<file path="src/rtl/vga_timing_pkg.sv">
// Default 800x600@60 Hz timing constants (40 MHz pixel clock), shared by
// the timing generator and its optional 1 ms prescaler.
package vga_timing_pkg;

  localparam int COUNT_W = 11;
  typedef logic [COUNT_W-1:0] count_t;

  localparam int DEF_H_ACTIVE = 800;
  localparam int DEF_H_FP     = 40;
  localparam int DEF_H_SYNC   = 128;
  localparam int DEF_H_BP     = 88;
  localparam int DEF_H_TOTAL  = DEF_H_ACTIVE + DEF_H_FP + DEF_H_SYNC + DEF_H_BP;

  localparam int DEF_V_ACTIVE = 600;
  localparam int DEF_V_FP     = 1;
  localparam int DEF_V_SYNC   = 4;
  localparam int DEF_V_BP     = 23;
  localparam int DEF_V_TOTAL  = DEF_V_ACTIVE + DEF_V_FP + DEF_V_SYNC + DEF_V_BP;

  localparam int DEF_TICK_DIV = 40000;

endpackage

</file>
<file path="src/rtl/tick_prescaler.sv">
// Free-running divider: emits a registered one-cycle tick every DIV clocks,
// the first one DIV cycles after reset release.
module tick_prescaler
  import vga_timing_pkg::*;
#(
  parameter int DIV = DEF_TICK_DIV
) (
  input  logic clk,
  input  logic rst_n,
  output logic tick
);

  localparam int CNT_W = (DIV > 2) ? $clog2(DIV) : 1;
  localparam logic [CNT_W-1:0] CNT_LAST = CNT_W'(DIV - 1);

  logic [CNT_W-1:0] cnt;

  always_ff @(posedge clk or negedge rst_n) begin
    if (!rst_n) begin
      cnt  <= '0;
      tick <= 1'b0;
    end else begin
      // The tick is registered off the terminal count, so it lands on the
      // same edge that returns the count to zero.
      tick <= (cnt == CNT_LAST);
      cnt  <= (cnt == CNT_LAST) ? '0 : cnt + 1'b1;
    end
  end

endmodule

</file>
<file path="src/rtl/vga_timing_gen.sv">
// Pixel-timing source: registered h/v counters, sync/blank flags and frame strobe.
// Define VGA_TIMING_TICK_EN to build the 1 ms tick prescaler; otherwise one_ms_tick is 0.
module vga_timing_gen
  import vga_timing_pkg::*;
#(
  parameter int H_ACTIVE = DEF_H_ACTIVE,
  parameter int H_FP     = DEF_H_FP,
  parameter int H_SYNC   = DEF_H_SYNC,
  parameter int H_BP     = DEF_H_BP,
  parameter int V_ACTIVE = DEF_V_ACTIVE,
  parameter int V_FP     = DEF_V_FP,
  parameter int V_SYNC   = DEF_V_SYNC,
  parameter int V_BP     = DEF_V_BP,
  parameter int TICK_DIV = DEF_TICK_DIV
) (
  input  logic               clk,
  input  logic               rst_n,
  output logic [COUNT_W-1:0] hcount,
  output logic               hsync,
  output logic               hblnk,
  output logic [COUNT_W-1:0] vcount,
  output logic               vsync,
  output logic               vblnk,
  output logic               frame_start,
  output logic               one_ms_tick
);

  localparam int H_TOTAL = H_ACTIVE + H_FP + H_SYNC + H_BP;
  localparam int V_TOTAL = V_ACTIVE + V_FP + V_SYNC + V_BP;

  localparam count_t H_LAST   = count_t'(H_TOTAL - 1);
  localparam count_t V_LAST   = count_t'(V_TOTAL - 1);
  localparam count_t H_BLANK  = count_t'(H_ACTIVE);
  localparam count_t HS_START = count_t'(H_ACTIVE + H_FP);
  localparam count_t HS_END   = count_t'(H_ACTIVE + H_FP + H_SYNC);
  localparam count_t V_BLANK  = count_t'(V_ACTIVE);
  localparam count_t VS_START = count_t'(V_ACTIVE + V_FP);
  localparam count_t VS_END   = count_t'(V_ACTIVE + V_FP + V_SYNC);

  if (TICK_DIV < 2) begin : g_bad_tick_div
    $error("vga_timing_gen: TICK_DIV must be at least 2");
  end

  count_t h_next;
  count_t v_next;
  logic   frame_wrap;

  // NOTE: every signal assigned in always_comb gets a default first, so no
  // path leaves it unassigned and no latch is inferred.
  always_comb begin
    h_next     = hcount + count_t'(1);
    v_next     = vcount;
    frame_wrap = 1'b0;
    if (hcount == H_LAST) begin
      h_next = '0;
      if (vcount == V_LAST) begin
        v_next     = '0;
        frame_wrap = 1'b1;
      end else begin
        v_next = vcount + count_t'(1);
      end
    end
  end

  // Flags are decoded from the next counts so that, once registered, they
  // describe the same pixel the counters show in that cycle.
  // NOTE: sequential state uses non-blocking assignments only, so every
  // register samples pre-edge values regardless of statement order.
  always_ff @(posedge clk or negedge rst_n) begin
    if (!rst_n) begin
      hcount      <= '0;
      vcount      <= '0;
      hsync       <= 1'b0;
      hblnk       <= 1'b0;
      vsync       <= 1'b0;
      vblnk       <= 1'b0;
      frame_start <= 1'b0;
    end else begin
      hcount      <= h_next;
      vcount      <= v_next;
      hblnk       <= (h_next >= H_BLANK);
      hsync       <= (h_next >= HS_START) && (h_next < HS_END);
      vblnk       <= (v_next >= V_BLANK);
      vsync       <= (v_next >= VS_START) && (v_next < VS_END);
      frame_start <= frame_wrap;
    end
  end

`ifdef VGA_TIMING_TICK_EN
  tick_prescaler #(
    .DIV (TICK_DIV)
  ) u_tick_prescaler (
    .clk   (clk),
    .rst_n (rst_n),
    .tick  (one_ms_tick)
  );
`else
  assign one_ms_tick = 1'b0;
`endif

endmodule

</file>
<file path="config.mk">
export PLATFORM = sky130hd
export DESIGN_NAME = vga_timing_gen
export DESIGN_NICKNAME = d
export VERILOG_FILES = /design/src/rtl/vga_timing_pkg.sv /design/src/rtl/tick_prescaler.sv /design/src/rtl/vga_timing_gen.sv
export SDC_FILE = /design/constraint.sdc
export NUM_CORES = 1
export LEC_CHECK = 0
export CORE_MARGIN = 2
export CORE_UTILIZATION = 41
export CTS_BUF_LIST = sky130_fd_sc_hd__clkbuf_8 sky130_fd_sc_hd__clkbuf_16
export DETAILED_ROUTE_END_ITERATION = 7
export PLACE_DENSITY_LB_ADDON = 0.25
export SLEW_MARGIN = 5
export SYNTH_ARGS = -nofsm -noshare
export SYNTH_HDL_FRONTEND = slang
export SYNTH_SLANG_ARGS = --single-unit
</file>
<file path="constraint.sdc">
create_clock -name clk -period 5.2 [get_ports clk]
set_clock_uncertainty 0.1 [all_clocks]
set_input_delay 1.56 -clock clk [delete_from_list [all_inputs] [get_ports clk]]
set_output_delay 1.56 -clock clk [all_outputs]
set_load 0.05 [all_outputs]
</file>
==> metrics.txt <==
PostCTS Resize Cnt=0; max incr delay on CP=a little under 900 ps; Tot Pwr=about 0.33 mW; share of the yosys chip area belonging to registers=0.420; synthesized instance count=between 150 and 200; class of the worst hold path=reg -> reg; DR vias=1259; Worst-path clk slew=about 90 ps; cell row count=22; Layout Utilization=0.520; buffers added on ports=28; DRC viols=0; Routed wire per std cell=13.8 um; Initial Util=0.433; Clk pwr share=0.343; Die Wd=approximately 67 um; Rel. slew slack=0.668; syn nets=between 150 and 200; largest net degree at the start of global routing=28; ANT cells=0; Tcrit/Tclk final=0.647; # Post-CTS Setup Buffers=0; via count of the first global-routing pass=approximately 1200; RSZ-0062 raised after global routing=false; outcome=finished clean; startpoint types=register; Unique masters post-synth=51; Avg Synthesized Cell Area=between 10 and 15 um2; slowest stage cell, crit path=clkdlybuf4s50_1; design internal power=~0.26 mW; largest cells by area after synthesis=dfrtp_1, xnor2_1, nor2_1, o21ai_0, nand4_1; YS warnings=0; Logic pwr share=0.021; crit path capture type=output pin; die area=around 0.0044 mm2; Max FO, Critical Path=11; EDFF count, synth=0; Final Setup Violations=0; Tot GR Track Use=0.162; Least-Margin Pin Slew=a little under 500 ps; initial DRC count=78; fill count=around 350; leak pwr=0.811 nW; Max Cap Viol=0; Switch Pwr=between 0.06 and 0.07 mW; area of the mapped netlist=roughly 0.0016 mm2; net switching fraction of the power=0.200; Final ANT Viol Nets=0; Die Ht=about 67 um; critical path class=reg -> out; Initial DRT Pass Iterations=4; Layout area overhead=20.1%; Core Area=around 0.0037 mm2; Max Buffers Root-to-Sink=2; Root Buffer=clkbuf_8; largest area contributor in the netlist=dfrtp_1; H-Tree Depth=1; Ports=30; P per Cell Area=about 170 mW/mm2; Max Freq=roughly 0.30 GHz; gpl congestion=around 0.84; Peak VDD IR=between 0.1 and 0.15 mV; Hold WS=around 430 ps; Sink Count=27; WL final=~3200 um; Post-synth ARST share=1.00; CP required=3540 ps; sequential share of power=0.637; Overflow after GRT=0; TritonCTS Buffers=3; antenna violations before repair=0; max-slew violation count=0; Crit path arrival time=between 1500 and 2000 ps; first-pass GRT wire length=around 5600 um; CTS tree=done; layout cells sized above 1=0.109; DP HPWL=around 2400 um; Fin. Hold Viols=0; crit path cell chain=clkdlybuf4s50_1; Final nets=189; WP buf/inv=1; Clock Latency Late Sink=between 200 and 300 ps; vias per inst=between 5 and 6; Yosys reg bits=27; Tmin final=~3400 ps; CTS Hold Bufs=0; crit-path leading delay family=buffers and inverters; top_reg_cell synth=dfrtp_1; post-route setup TNS=0 ps; Synth top area share=0.420
==> worst paths after layout <==
path	from	slack, ps	depth (start not counted)	endpoint
worst max-delay path	hcount[5]$_DFF_PN0_	1840	1	hcount[5]
worst min-delay path	hcount[0]$_DFF_PN0_	430	1	hcount[0]$_DFF_PN0_
worst max register to register	hcount[0]$_DFF_PN0_	2720	8	vsync$_DFF_PN0_
worst min register to register	hcount[0]$_DFF_PN0_	430	1	hcount[0]$_DFF_PN0_
max in group asynchronous	rst_n	3180	2	vcount[1]$_DFF_PN0_
min in group asynchronous	rst_n	1570	2	hsync$_DFF_PN0_
==> flip-flops by register name, summed over array words and instances, names as in the netlist <==
signal,flops
frame_start,1
hblnk,1
hcount,11
hsync,1
vblnk,1
vcount,11
vsync,1
==> power groups by stage <==
| stage | Sequential [mW] | Clock [mW] | Combinational (mW) |
|---|---|---|---|
| detailed placement | 0.214 | 0 | 0.00716 |
| global placement | 0.214 | 0 | 0.00715 |
| global route | 0.210 | 0.131 | 0.00781 |
| CTS | 0.210 | 0.117 | 0.00718 |
| finish | 0.210 | 0.113 | 0.00676 |
| floorplan | 0.214 | 0 | 0.00215 |
==> placed cells by master, fill, tap and decap left out, drive strengths merged, types with 2 or more instances in the layout <==
master / instances
clkdlybuf4s50: 28
dfrtp: 27
nor2: 16
xnor2: 12
o21ai: 9
nand2: 9
nand3: 8
a21oi: 7
and3: 7
nand4: 6
nor2b: 6
xor2: 4
inv: 4
nor3: 3
clkbuf: 3
nor4b: 3
and4: 2
mux2: 2
a22o: 2
o31a: 2
a22oi: 2
ha: 2
nor4: 2
a31oi: 2
or3: 2
==> cells by family after synthesis <==
family / count (synthesis) / share of synthesized area
xor gates and xnor gates: 16 / 0.0871
other: 1 / 0.00233
and+or+nand+nor: 69 / 0.264
AOI/OAI and AO/OA: 30 / 0.141
DFF: 27 / 0.420
muxes: 3 / 0.0202
buffers and inverters: 12 / 0.0498
adders and majority gates: 2 / 0.0155
==> cells in the mapped netlist, types with 3 or more instances <==
cell      n
a21oi_1   7
xor2_1    4
dfrtp_1  27
nand4_1   6
nor3_1    3
o21ai_0   9
nor2_1   15
nand3_1   7
buf_4     3
inv_1     3
nor2b_1   6
and3_1    4
xnor2_1  12
nand2_1   8
==> layer usage <==
layer,vias up,global-route usage,wire length (um)
met5,-,0,0
met4,0,0.0459,24
met3,2,0.0287,132
met2,29,0.241,1470
met1,608,0.241,1560
li1,620,-,-
==> worst reg2reg max path, cell delays in order (launching register included) <==
cell	delay (ps)
dfrtp_1	430
ha_1	260
and4_1	370
and3_4	350
nand4_1	160
nor2_1	180
xnor2_1	150
inv_1	110
a2111oi_4	270
==> final cells by class <==
class / count / area (um2) / share of cell area
Clock buffer: 3 / 41.3 / 0.0214
Tap cell: 48 / 60.1 / 0.0311
Inverter: 3 / 11.3 / 0.00583
Timing Repair Buffer: 29 / 288 / 0.149
Clock inverter: 1 / 3.75 / 0.00194
Sequential cell: 27 / 676 / 0.350
Multi-Input combinational cell: 121 / 853 / 0.441
==> through the flow <==
step	instances	worst slack (ps)	area, um2
after global routing	232	1750	1930
after CTS	232	1820	1930
final	232	1840	1930
after global placement	228	2150	1890
after detailed placement	228	2120	1890
after floorplan	160	2760	1610
No activity file was read; power rests on OpenSTA's default activity.
